File: src/rtl/divisor_restoring_n.sv
// divisor_restoring_n
// Sequential restoring divider: N-bit dividend by N-bit divisor, one quotient
// bit per clock, unsigned or two's-complement per operation. Signed operands
// are reduced to magnitudes on acceptance and the signs are reapplied in FIX.
module divisor_restoring_n #(
    parameter int N = 7
) (
    input  logic         clk,
    input  logic         rst,
    input  logic         start,
    input  logic         signed_op,
    input  logic [N-1:0] a_in,
    input  logic [N-1:0] b_in,
    output logic         busy,
    output logic         done,
    output logic [N-1:0] q,
    output logic [N-1:0] r,
    output logic         div_zero
);

    localparam int CW = $clog2(N);

    typedef enum logic [1:0] {
        IDLE   = 2'd0,
        DIVIDE = 2'd1,
        FIX    = 2'd2
    } state_t;

    state_t state, state_nx;

    logic          sign_a, sign_b, zero_div;
    logic [N-1:0]  mag_b;
    logic [N-1:0]  quo;   // dividend shifts out of the top, quotient bits in at the bottom
    logic [N-1:0]  rem;   // partial remainder; always below |b| once stored, so N bits hold it
    logic [CW-1:0] cnt;

    logic          sa_in, sb_in, b_zero;
    logic [N-1:0]  mag_a_in, mag_b_in;
    logic [N:0]    shifted, trial;

    // Operand magnitudes and the trial subtraction for the current iteration
    always_comb begin
        sa_in    = signed_op & a_in[N-1];
        sb_in    = signed_op & b_in[N-1];
        b_zero   = (b_in == '0);
        mag_a_in = sa_in ? -a_in : a_in;
        mag_b_in = sb_in ? -b_in : b_in;
        shifted  = {rem, quo[N-1]};
        trial    = shifted - {1'b0, mag_b};
    end

    // State register
    always_ff @(posedge clk) begin
        if (rst) state <= IDLE;
        else     state <= state_nx;
    end

    // Next-state logic
    always_comb begin
        state_nx = state;
        case (state)
            IDLE:    if (start) state_nx = b_zero ? FIX : DIVIDE;
            DIVIDE:  if (cnt == CW'(N - 1)) state_nx = FIX;
            FIX:     state_nx = IDLE;
            default: state_nx = IDLE;
        endcase
    end

    // State-decoded outputs
    always_comb begin
        busy = (state != IDLE);
    end

    // Operand capture, iteration datapath and result registers
    always_ff @(posedge clk) begin
        if (rst) begin
            sign_a   <= 1'b0;
            sign_b   <= 1'b0;
            zero_div <= 1'b0;
            mag_b    <= '0;
            quo      <= '0;
            rem      <= '0;
            cnt      <= '0;
            done     <= 1'b0;
            q        <= '0;
            r        <= '0;
            div_zero <= 1'b0;
        end else begin
            done <= 1'b0;
            case (state)
                IDLE: begin
                    if (start) begin
                        sign_a   <= sa_in;
                        sign_b   <= sb_in;
                        zero_div <= b_zero;
                        mag_b    <= mag_b_in;
                        // On divide-by-zero the raw dividend is parked here for r
                        quo      <= b_zero ? a_in : mag_a_in;
                        rem      <= '0;
                        cnt      <= '0;
                    end
                end
                DIVIDE: begin
                    // A restored value is below |b|, so its top bit is always zero
                    rem <= trial[N] ? shifted[N-1:0] : trial[N-1:0];
                    quo <= {quo[N-2:0], ~trial[N]};
                    cnt <= cnt + 1'b1;
                end
                FIX: begin
                    done     <= 1'b1;
                    div_zero <= zero_div;
                    if (zero_div) begin
                        q <= '1;
                        r <= quo;
                    end else begin
                        q <= (sign_a ^ sign_b) ? -quo : quo;
                        r <= sign_a ? -rem : rem;
                    end
                end
                default: ;
            endcase
        end
    end

endmodule

File: config.mk
export PLATFORM = sky130hd
export DESIGN_NAME = divisor_restoring_n
export DESIGN_NICKNAME = d
export VERILOG_FILES = /design/src/rtl/divisor_restoring_n.sv
export SDC_FILE = /design/constraint.sdc
export NUM_CORES = 1
export LEC_CHECK = 0
export BUFFER_PORTS_ARGS = -buffer_cell sky130_fd_sc_hd__buf_2
export CAP_MARGIN = 10
export CORE_ASPECT_RATIO = 1.4
export CORE_MARGIN = 3
export CORE_UTILIZATION = 60
export CTS_BUF_LIST = sky130_fd_sc_hd__clkbuf_8
export CTS_CLUSTER_SIZE = 14
export DETAILED_ROUTE_END_ITERATION = 8
export PLACE_DENSITY_LB_ADDON = 0.05
export SLEW_MARGIN = 25
export SYNTH_ARGS = -nofsm -noshare
export SYNTH_HDL_FRONTEND = slang
export SYNTH_SLANG_ARGS = --single-unit
File: constraint.sdc
create_clock -name clk -period 6.4 [get_ports clk]
set_input_delay 0.64 -clock clk [delete_from_list [all_inputs] [get_ports clk]]
set_output_delay 0.64 -clock clk [all_outputs]
set_load 0.005 [all_outputs]
Yosys cells after proc, flatten, opt, wreduce, memory -nomap -nowiden
Cells that the tools add are included.

storage, ports and cells
  flip-flop bits (word level) = 45
  input port bits = 18
  output and inout bits = 17
  word-level logic and storage cells = 53

cells by class
  add/subtract/negate cells = 6
  equal/unequal tests = 5
  multiplexer cells = 19
  bitwise logic cells = 4
  reductions and logical operators = 7

operators with widths
  operator               count
  $mux W7                10
  $neg A7 Y7             4
  $pmux W7 S2            2
  $sub A8 B7 Y8          1
  $logic_not A7 Y1       1
  $mux W2                3
  $pmux W3 S2            1
  $reduce_and A2 Y1      3
  $ne A2 B2 Y1 const B   2
  $pmux W2 S2            1
  $reduce_bool A2 Y1     2
  $add A3 B1 Y3 const B  1
  $eq A3 B3 Y1 const B   1
  $mux W3                1
  $and A1 B1 Y1          2
  $eq A2 B1 Y1 const B   1
  $eq A2 B2 Y1 const B   1
  $logic_not A2 Y1       1
  $mux W1                1
  $not A1 Y1             1
  $xor A1 B1 Y1          1

Longest topological paths before layout
Gate-level depths: netlist of run 1.

  depth after elaboration = 5
  depth in mapped cells = 9
  mapped depth without buffers = 9

Least setup slack after synthesis of run 1
OpenSTA, ideal clock, no wires.

  path kind = input -> register
  from = in b_in[0]
  to = reg quo[1]
  library setup time = 0.128 ns
  data arrival time = 2.076 ns
  required time = 6.272 ns
  slack = 4.196 ns
  stages on the path = 7
  buffers on the path = 0
  path through = inv_1 ha_1 nor3b_1 a31o_2 mux2_2 a222oi_1 nor2_1

on the way
  cells in the longest elaborated chain, start to end = 4

RTL lines
  what                  line  text
  from (decl)           13    input logic [N-1:0] b_in,
  $logic_not A7 Y1      45    b_zero = (b_in == '0);
  $mux W7               98    quo <= b_zero ? a_in : mag_a_in;
  $mux W7               92    if (start) begin
  $pmux W7 S2           90    case (state)
  to (signal assigned)  98
  to (signal assigned)  106   quo <= {quo[N-2:0], ~trial[N]};
  to (decl)             33    logic [N-1:0] quo;

Every way passes these cells. The select of a mux whose other input is x is not followed.
A chain may end at the register's enable or synchronous reset.

Worst setup path after layout of run 1
  from = reg quo[6]
  to = reg rem[6]

on the way
  cells in the longest elaborated chain, start to end = 3

RTL lines
  what                  line  text
  $sub A8 B7 Y8         49    trial = shifted - {1'b0, mag_b};
  $mux W7               105   rem <= trial[N] ? shifted[N-1:0] : trial[N-1:0];
  $pmux W7 S2           90
  to (signal assigned)  105
  to (decl)             34    logic [N-1:0] rem;

Every way passes these cells.

==> metrics, run 1 <==
Die Ht 85.2 µm; syn nets 376; sw frac 28.8%; arrival time worst endpoint 2.66 ns; largest driver fanout on the critical path 4; Flop pwr share 45.8%; antenna violations before repair 0; top-area cell type share of the netlist area about a third; RSZ-0062 raised after global routing no; final wirelength between 5000 and 6000 µm; Clock Tree Root clkbuf_8; delay-heaviest family, CP compound AO/OA/AOI/OAI gates; die area 0.00533 mm²; ys flop type dfxtp_1; hold_sp q[2]; crit path capture type flop; Tot GR Track Use approximately 22%; Startpoint Class flop; Clock Skew 0.00672 ns; DRT antenna net count 0; post-DP HPWL between 4000 and 5000 µm; FF/Latch Area 901 µm²; first-pass GRT wire length 9700 µm; Top cell by count, worst path inv_1; Final Slew Violations 0; area of the multi-input gates 0.00163 mm²; Comb power frac 21.6%; r2r worst-path depth 9; Final Critical Period around 2.4 ns; Seq cells post-synth 45; Max stage delay on crit path 0.40 ns; VDD IR-drop max 161 µV; Post-synth EDFFs 0; Pre-antenna DRT Iters 4; total core area about 0.0043 mm²; Area Growth Syn to Fin 10.5%; area leader, netlist dfxtp_1; CTS H-tree depth 2; Hold Path Cell Cnt 2; clock latency on the worst-skew pair 0.30 ns; final setup violation count 0; Worst R2R End rem[6]; post-CTS sizing 0; FILL cells 382; Psw 0.194 mW; # IOs 35; Clk pwr share 32.7%; status finished, final reports clean; DRT iter0 DRCs 125; CTS Buffer Depth 2; relative slew slack 37.3%; setup bufs post-CTS 0; via count 2403; Worst-Margin Slew 0.939 ns; Worst Path Buf+Inv 2; CTS tree yes; Wirelength per Cell 13.1 µm; antenna cells 0; I/O Buffers 34; sequential share of the synthesized area ~34%; Post-Syn Area 0.00269 mm²; CP Cell Sequence inv_1, ha_1, inv_1, fa_1, a211o_1, a2111oi_0, nand3b_1, nor4b_1, a311o_1; grt total ovfl 0; number of remaining DRC errors 0; setup TNS 0 ns; initial core utilization 62.9%; vias in the first global route 2203; Max Cap Viol 0; Layout Cell Area excl Fill approximately 0.0030 mm²; Die X 62.6 µm; Syn Area/Cell 7.84 µm²; Hold Path Class reg -> reg; Power Density ~230 mW/mm²; synth top area cells dfxtp_1 (34%), nand2_1 (6.8%), ha_1 (6.5%); Cell variety after synth 50; FP Rows 28; placed inst area between 0.002 and 0.003 mm²; static leakage roughly 1.2 nW; cells after synthesis between 300 and 400; Worst-path clk slew 0.08 ns; WS Path Type reg -> reg; layout cells sized above 1 13.0%; Final Hold Fails 0; cts bufs inserted 5; asr flop ratio synth 0%; Internal Power 0.478 mW; setup slack, reg-to-reg around 4.0 ns; Hold EP q[2]; fmax 0.413 GHz; r2r startpoint quo[6]; WP depth 9; part of the cycle the worst path needs 37.8%; Worst EP required between 6 and 7 ns; crit path max-delay cell type fa_1; Final nets 400; hold_buf cts 0; Syn. warnings 0; Min Hold Slack 0.451 ns; Final Wtd Congestion between 0.8 and 0.9; Avg Vias per Cell 5.61; CTS Sinks 45; largest net degree at the start of global routing 42
-- power by group through the flow --
stage	combinational (mW)	sequential (mW)	clock [mW]
after CTS	0.145	0.307	0.221
after global placement	0.142	0.313	0
after floorplan	0.122	0.308	0
after global routing	0.166	0.309	0.230
final	0.145	0.307	0.219
after detailed placement	0.145	0.314	0
-- metal layers --
metal / part of all wire (%) / routed length, µm / global-route usage (%)
met1: 44 / 2480 / 25.3
met2: 52 / 2910 / 42.6
met3: 2.8 / 158 / 3.58
met4: 1.3 / 71 / 6.63
met5: 0 / 0 / 0
-- sequential cells by signal, summed over array words and instances, names as in the netlist --
| name | count |
|---|---|
| mag_b | 7 |
| q | 7 |
| quo | 7 |
| r | 7 |
| rem | 7 |
| cnt | 3 |
| state | 2 |
| div_zero | 1 |
| done | 1 |
| sign_a | 1 |
| sign_b | 1 |
| zero_div | 1 |
-- worst reg2reg max path, cell delays in order (launching register included) --
cell and delay (ns):
dfxtp_1 0.33, inv_1 0.15, ha_1 0.17, inv_1 0.05, fa_1 0.40, a211o_1 0.31, a2111oi_0 0.32, nand3b_1 0.17
nor4b_1 0.30, a311o_1 0.17
-- kinds of logic (layout without fill, tap and decap cells) --
logic type | count (synthesis) | after routing | synth area share, %
compound gates | 80 | 80 | 21.1
xor+xnor | 21 | 21 | 6.84
fa+ha+maj | 15 | 15 | 7.26
buf+inv | 39 | 64 | 6.01
flops | 45 | 45 | 33.5
mux | 4 | 4 | 1.58
simple gates | 139 | 139 | 23.7
-- area by class of cell --
| type | instances | area share (%) |
|---|---|---|
| multi-input combinational | 259 | 54.7 |
| sequential | 45 | 30.3 |
| timing repair buffer | 34 | 5.73 |
| clock buffer | 6 | 2.78 |
| inverter | 22 | 2.78 |
| tap | 60 | 2.53 |
| clock inverter | 2 | 1.14 |
-- cell usage after synthesis (2+ instances only) --
cell      number
nand2_1       49
dfxtp_1       45
nor2_1        38
a21oi_1       21
inv_1         21
nor3_1        16
clkbuf_1      14
ha_1          14
o211ai_1      13
xnor2_1       13
nand3_1        9
o21ai_0        8
xor2_1         8
a211oi_1       7
nor2b_1        6
nand2b_1       5
a222oi_1       4
a311oi_1       4
a22oi_1        3
and2_1         3
nor3b_1        3
or4_1          3
a221oi_1       2
a311o_1        2
a31oi_1        2
buf_6          2
mux2_2         2
mux2i_1        2
nand3b_1       2
o31ai_1        2
-- through the flow --
step / setup WS, ns / power [mW] / cells / utilization (%)
after floorplan: 4.20 / 0.429 / 343 / -
after global placement: 3.91 / 0.455 / 420 / 66.8
after detailed placement: 3.86 / 0.459 / 420 / 66.8
after CTS: 4.01 / 0.673 / 428 / 69.5
after global routing: 3.81 / 0.706 / 428 / 69.5
final: 3.98 / 0.671 / 428 / 69.5
-- worst max-delay path by stage --
stage,startpoint,slack [ns],end
finish,quo[6],3.98,rem[6]
global placement,b_in[0],3.91,quo[1]
detailed placement,b_in[0],3.86,quo[1]
global route,quo[6],3.81,rem[6]
floorplan,b_in[0],4.20,quo[1]
CTS,quo[6],4.01,rem[6]
-- cell usage in the layout (no fill, tap or decap), types with 3 or more instances in the layout --
cell and instances:
buf_2 34, o21ai_0 8, a222oi_1 4, ha_1 14, nor2_1 38, dfxtp_1 45
a211oi_1 7, and2_1 3, nand3_1 9, a22oi_1 3, o211ai_1 13, nor2b_1 6
xor2_1 8, nor3b_1 3, nand2_1 49, a21oi_1 21, nand2b_1 5, xnor2_1 13
a311oi_1 4, or4_1 3, clkbuf_8 6, nor3_1 16, inv_1 22
Power figures use the tool's default switching activity.
==> run 2, diff against run 1 <==
==> constraint.sdc (replaced) <==
create_clock -name clk -period 2.45 [get_ports clk]
set_input_delay 0.245 -clock clk [delete_from_list [all_inputs] [get_ports clk]]
set_output_delay 0.245 -clock clk [all_outputs]
set_load 0.005 [all_outputs]
==> metrics, run 2 (same netlist as run 1, synthesis figures left out) <==
status finished, final reports clean; DRT antenna net count 0 (unchanged); FILL cells 386 (+1.0%); final wirelength 5830 µm (+3.7%); clock latency on the worst-skew pair 0.30 ns (about the same); Worst EP required 2.70 ns (-3.94 ns); largest driver fanout on the critical path 4 (unchanged); via count 2464 (+2.5%); largest net degree at the start of global routing 24 (-43%); # IOs 35 (unchanged); Clock Skew 0.00849 ns (+0.00177 ns); Layout Cell Area excl Fill 0.00303 mm² (+2.1%); Die Ht 85.2 µm (unchanged); Clk pwr share 27.8% (-4.9 points); number of remaining DRC errors 0 (unchanged); Startpoint Class flop; Power Density 555 mW/mm² (+150%); placed cell count 431 (+2.6%); fin util 71.0% (+1.5 points); VDD IR-drop max 329 µV (+100%); Final Wtd Congestion 0.827 (-3.1%); Wirelength per Cell 13.3 µm (+1.1%); Hold Path Cell Cnt 3 (+1); Max Cap Viol 0 (unchanged); vias in the first global route 2282 (+3.6%); Psw 0.538 mW (+180%); most frequent cells in the layout nand2_1 (49), dfxtp_1 (45), nor2_1 (38); fmax 0.436 GHz (+5.5%); setup TNS 0 ns (unchanged); Top cell by count, worst path inv_1; fin cells 439 (+2.6%); Tot GR Track Use 23.5% (+1.1 points); Hold Path Class in -> reg; Final Slew Violations 0 (unchanged); WP depth 9 (unchanged); CTS Sinks 45 (unchanged); first-pass GRT wire length 10200 µm (+5.3%); grt total ovfl 0 (unchanged); CTS H-tree depth 2 (unchanged); relative slew slack 53.6% (+16 points); Worst-path clk slew 0.09 ns (about the same); crit path max-delay cell type fa_1; static leakage 1.25 nW (+3.4%); Min Hold Slack 0.208 ns (-0.243 ns); Max stage delay on crit path 0.40 ns (about the same); commonest non-fill, non-tap cell in the layout nand2_1; placed inst area 0.00294 mm² (+2.9%); layout cells sized above 1 16.1% (+3.1 points); CP Cell Sequence inv_1, ha_1, inv_1, fa_1, a211o_1, a2111oi_1, nand3b_1, nor4b_1, a311o_1; initial core utilization 62.9% (unchanged); setup slack at placement 0.180 ns (-3.68 ns); delay-heaviest family, CP compound AO/OA/AOI/OAI gates; post-DP HPWL 4540 µm (+5.9%); final setup violation count 0 (unchanged); FP Rows 28 (unchanged); Internal Power 1.15 mW (+140%); DRT iter0 DRCs 181 (+45%); Pre-antenna DRT Iters 6 (+2); Comb power frac 24.8% (+3.2 points); arrival time worst endpoint 2.55 ns (-0.11 ns); WS Path Type reg -> reg; Die X 62.6 µm (unchanged); crit path capture type flop; CTS tree yes; part of the cycle the worst path needs 93.6% (+56 points); die area 0.00533 mm² (unchanged); r2r worst-path depth 9 (unchanged); Worst-Margin Slew 0.695 ns (-0.243 ns); Clock Tree Root clkbuf_8; Final nets 411 (+2.8%); Final Hold Fails 0 (unchanged); cts bufs inserted 5 (unchanged); sw frac 32.0% (+3.1 points); Tot Pwr 1.68 mW (+150%); CTS Buffer Depth 2 (unchanged); Area Growth Syn to Fin 12.8%; Avg Vias per Cell 5.61 (about the same); Final Critical Period 2.29 ns (-0.126 ns); antenna violations before repair 0 (unchanged); I/O Buffers 34 (unchanged); Worst Path Buf+Inv 2 (unchanged); antenna cells 0 (unchanged); RSZ-0062 raised after global routing no; Flop pwr share 47.4% (+1.6 points); total core area 0.00427 mm² (unchanged); hold_buf cts 0 (unchanged); final setup margin 0.156 ns (-3.82 ns)
==> run 2: cell count changes in the layout (fill, tap and decap cells not counted), sizes merged <==
cell	change
bufinv	-1
clkinv	+1
clkbuf	-1
buf	+11
clkinvlp	+1
==> run 2: worst reg2reg max path, cell delays in order (launching register included) <==
cell,delay [ns]
dfxtp_1,0.33
inv_1,0.14
ha_1,0.18
inv_1,0.05
fa_1,0.40
a211o_1,0.31
a2111oi_1,0.33
nand3b_1,0.15
nor4b_1,0.23
a311o_1,0.15
==> run 2: area by class of cell <==
class / count / area, µm² / share of cell area (%)
timing repair buffer: 45 / 253 / 8.33
multi-input combinational: 259 / 1630 / 53.8
tap: 60 / 75.1 / 2.48
sequential: 45 / 901 / 29.7
clock inverter: 3 / 21.3 / 0.701
inverter: 22 / 82.6 / 2.72
clock buffer: 5 / 68.8 / 2.27
==> run 2: power by group through the flow <==
stage	Clock (mW)	Combinational, mW	Sequential, mW
3_5_place_dp	0	0.410	0.814
6_report	0.468	0.418	0.797
2_1_floorplan	0	0.318	0.804
5_1_grt	0.505	0.470	0.802
4_1_cts	0.477	0.412	0.797
3_3_place_gp	0	0.403	0.813
==> run 2: timing repair <==
action	CTS	global route
setup endpoints to repair	0	4
gates resized for setup	0	2
buffers inserted	0	0
==> run 2: layer usage <==
layer | wire [µm] | track usage (%) | part of all wire [%]
met5 | 0 | 0 | 0
met4 | 91 | 7.23 | 1.6
met3 | 147 | 3.71 | 2.5
met2 | 3060 | 44.1 | 53
met1 | 2530 | 27.0 | 43
==> run 2: final timing paths <==
check                           startpoint        to  slack (ns)
worst min register to register        r[5]      r[5]        0.46
worst min-delay path               b_in[0]  mag_b[0]        0.21
worst max-delay path                quo[6]    rem[6]        0.16
worst max register to register      quo[6]    rem[6]        0.16
==> run 3, diff against run 2 <==
--- a/config.mk
+++ b/config.mk
@@ -5,8 +5,8 @@
 export SDC_FILE = /design/constraint.sdc
 export NUM_CORES = 1
 export LEC_CHECK = 0
+export ABC_AREA = 1
 export BUFFER_PORTS_ARGS = -buffer_cell sky130_fd_sc_hd__buf_2
-export CAP_MARGIN = 10
 export CORE_ASPECT_RATIO = 1.4
 export CORE_MARGIN = 3
 export CORE_UTILIZATION = 60
==> metrics, run 3 <==
status finished, final reports clean; Die X 63.8 µm (+2.0%); setup bufs post-CTS 0 (unchanged); Area Growth Syn to Fin 10.7%; # IOs 35 (unchanged); Worst EP required 2.63 ns (-0.07 ns); hold_sp b_in[3]; initial core utilization 64.1% (+1.2 points); Startpoint Class flop; via count 2626 (+6.6%); CTS Sinks 45 (unchanged); CTS H-tree depth 2 (unchanged); cts bufs inserted 5 (unchanged); CTS Buffer Depth 2 (unchanged); crit path capture type flop; grt total ovfl 0 (unchanged); die area 0.00555 mm² (+4.0%); DRT iter0 DRCs 156 (-14%); total core area 0.00438 mm² (+2.5%); antenna cells 0 (unchanged); FP Rows 28 (unchanged); antenna violations before repair 0 (unchanged); Seq cells post-synth 45 (unchanged); syn nets 429 (+14%); synth top area cells dfxtp_1 (32%), nand2_1 (12%), inv_1 (7.8%); Post-Syn Area 0.00281 mm² (+4.4%); FILL cells 382 (-1.0%); synth cell count leaders nand2_1 (88), inv_1 (58), dfxtp_1 (45); most frequent cells in the layout nand2_1 (88), inv_1 (59), dfxtp_1 (45); final setup margin 0.495 ns (+0.338 ns); Post-synth EDFFs 0 (unchanged); Cell variety after synth 43 (-14%); Final Critical Period 1.96 ns (-0.338 ns); hold_buf cts 0 (unchanged); Clock Skew 0.00663 ns (-0.00186 ns); Wirelength per Cell 13.0 µm (-2.3%); Final nets 462 (+12%); Final Hold Fails 0 (unchanged); setup TNS 0 ns (unchanged); CTS tree yes; first-pass GRT wire length 11100 µm (+8.3%); vias in the first global route 2556 (+12%); top-area cell type share of the netlist area 32.1% (-1.4 points); WS Path Type reg -> reg; Power Density 751 mW/mm² (+35%); static leakage 1.50 nW (+20%); Worst-Margin Slew 0.592 ns (-0.103 ns); clock latency on the worst-skew pair 0.30 ns (about the same); Die Ht 86.9 µm (+2.0%); commonest non-fill, non-tap cell in the layout nand2_1; Worst-path clk slew 0.09 ns (about the same); Syn Area/Cell 7.09 µm² (-9.6%); VDD IR-drop max 470 µV (+43%); I/O Buffers 34 (unchanged); sequential share of the synthesized area 32.1% (-1.4 points); Final Wtd Congestion 0.918 (+11%); asr flop ratio synth 0% (unchanged); number of remaining DRC errors 0 (unchanged); Pre-antenna DRT Iters 4 (-2); Avg Vias per Cell 5.36 (-4.5%); Hold Path Class in -> reg; post-DP HPWL 4860 µm (+6.9%); ys flop type dfxtp_1; final wirelength 6350 µm (+9.0%); RSZ-0062 raised after global routing no; relative slew slack 60.5% (+6.9 points); top-count cell post-synth nand2_1; largest net degree at the start of global routing 27 (+13%); r2r startpoint quo[6]; cells after synthesis 396 (+15%); crit path from quo[6]; area leader, netlist dfxtp_1; final setup violation count 0 (unchanged); Tot GR Track Use 24.9% (+1.5 points); Clock Tree Root clkbuf_8; layout cells sized above 1 16.0% (-0.048 points); largest driver fanout on the critical path 4 (unchanged); fmax 0.511 GHz (+17%); part of the cycle the worst path needs 79.8% (-14 points); DRT antenna net count 0 (unchanged); setup slack at placement 0.549 ns (+0.369 ns); Syn. warnings 0 (unchanged); post-CTS sizing 0 (unchanged); arrival time worst endpoint 2.14 ns (-0.41 ns); Final Slew Violations 0 (unchanged); Max Cap Viol 0 (unchanged)
run 3: worst paths after layout:
kind,end,slack (ns),cells past startpoint
min reg2reg,cnt[1],0.49,2
min,mag_b[3],0.25,3
max reg2reg,rem[4],0.49,9
max,rem[4],0.49,9
run 3: kinds of logic after synthesis:
kind of cell    Yosys count  share of synthesized area, %
fa+ha+maj                15                          6.96
simple gates            170                          29.1
flops                    45                          32.1
xor+xnor                  9                          2.81
buf+inv                  75                          11.3
compound gates           82                          17.7
run 3: critical path: stages (launching register included):
cell	delay, ns
dfxtp_1	0.35
inv_1	0.16
ha_1	0.18
inv_1	0.05
fa_1	0.43
a21oi_1	0.24
xor2_1	0.22
nand2_1	0.08
nand3_1	0.06
a21oi_1	0.06
run 3: area by class of cell:
| class | instances | area (µm²) | share of cell area, % |
|---|---|---|---|
| multi-input combinational | 276 | 1590 | 51.1 |
| sequential | 45 | 901 | 29.0 |
| inverter | 66 | 253 | 8.14 |
| timing repair buffer | 35 | 178 | 5.72 |
| tap | 60 | 75.1 | 2.42 |
| clock buffer | 5 | 68.8 | 2.22 |
| clock inverter | 3 | 42.5 | 1.37 |
run 3: routing by layer:
metal	vias to the layer above	track usage (%)	wire (µm)	share of wire [%]
li1	1371	-	-	-
met5	-	0	0	0
met3	16	3.62	288	4.5
met2	60	43.7	3110	49
met1	1179	30.2	2760	43
met4	0	10.6	192	3.0
run 3: per-stage QoR:
stage	total power [mW]	utilization (%)	cells	hold slack, ns	area [µm²]
finish	2.33	70.9	490	0.247	3110
global route	2.50	70.9	490	0.263	3110
CTS	2.33	70.9	490	0.240	3110
detailed placement	1.78	68.4	482	0.478	2990
global placement	1.75	68.4	482	0.471	2990
floorplan	1.59	-	396	0.411	2810
run 3: power breakdown:
group          internal (mW)  leakage (nW)  switching (mW)
combinational          0.328          1.07           0.581
clock                  0.302        0.0595           0.257
sequential             0.795         0.367          0.0686
total                   1.42          1.50           0.906
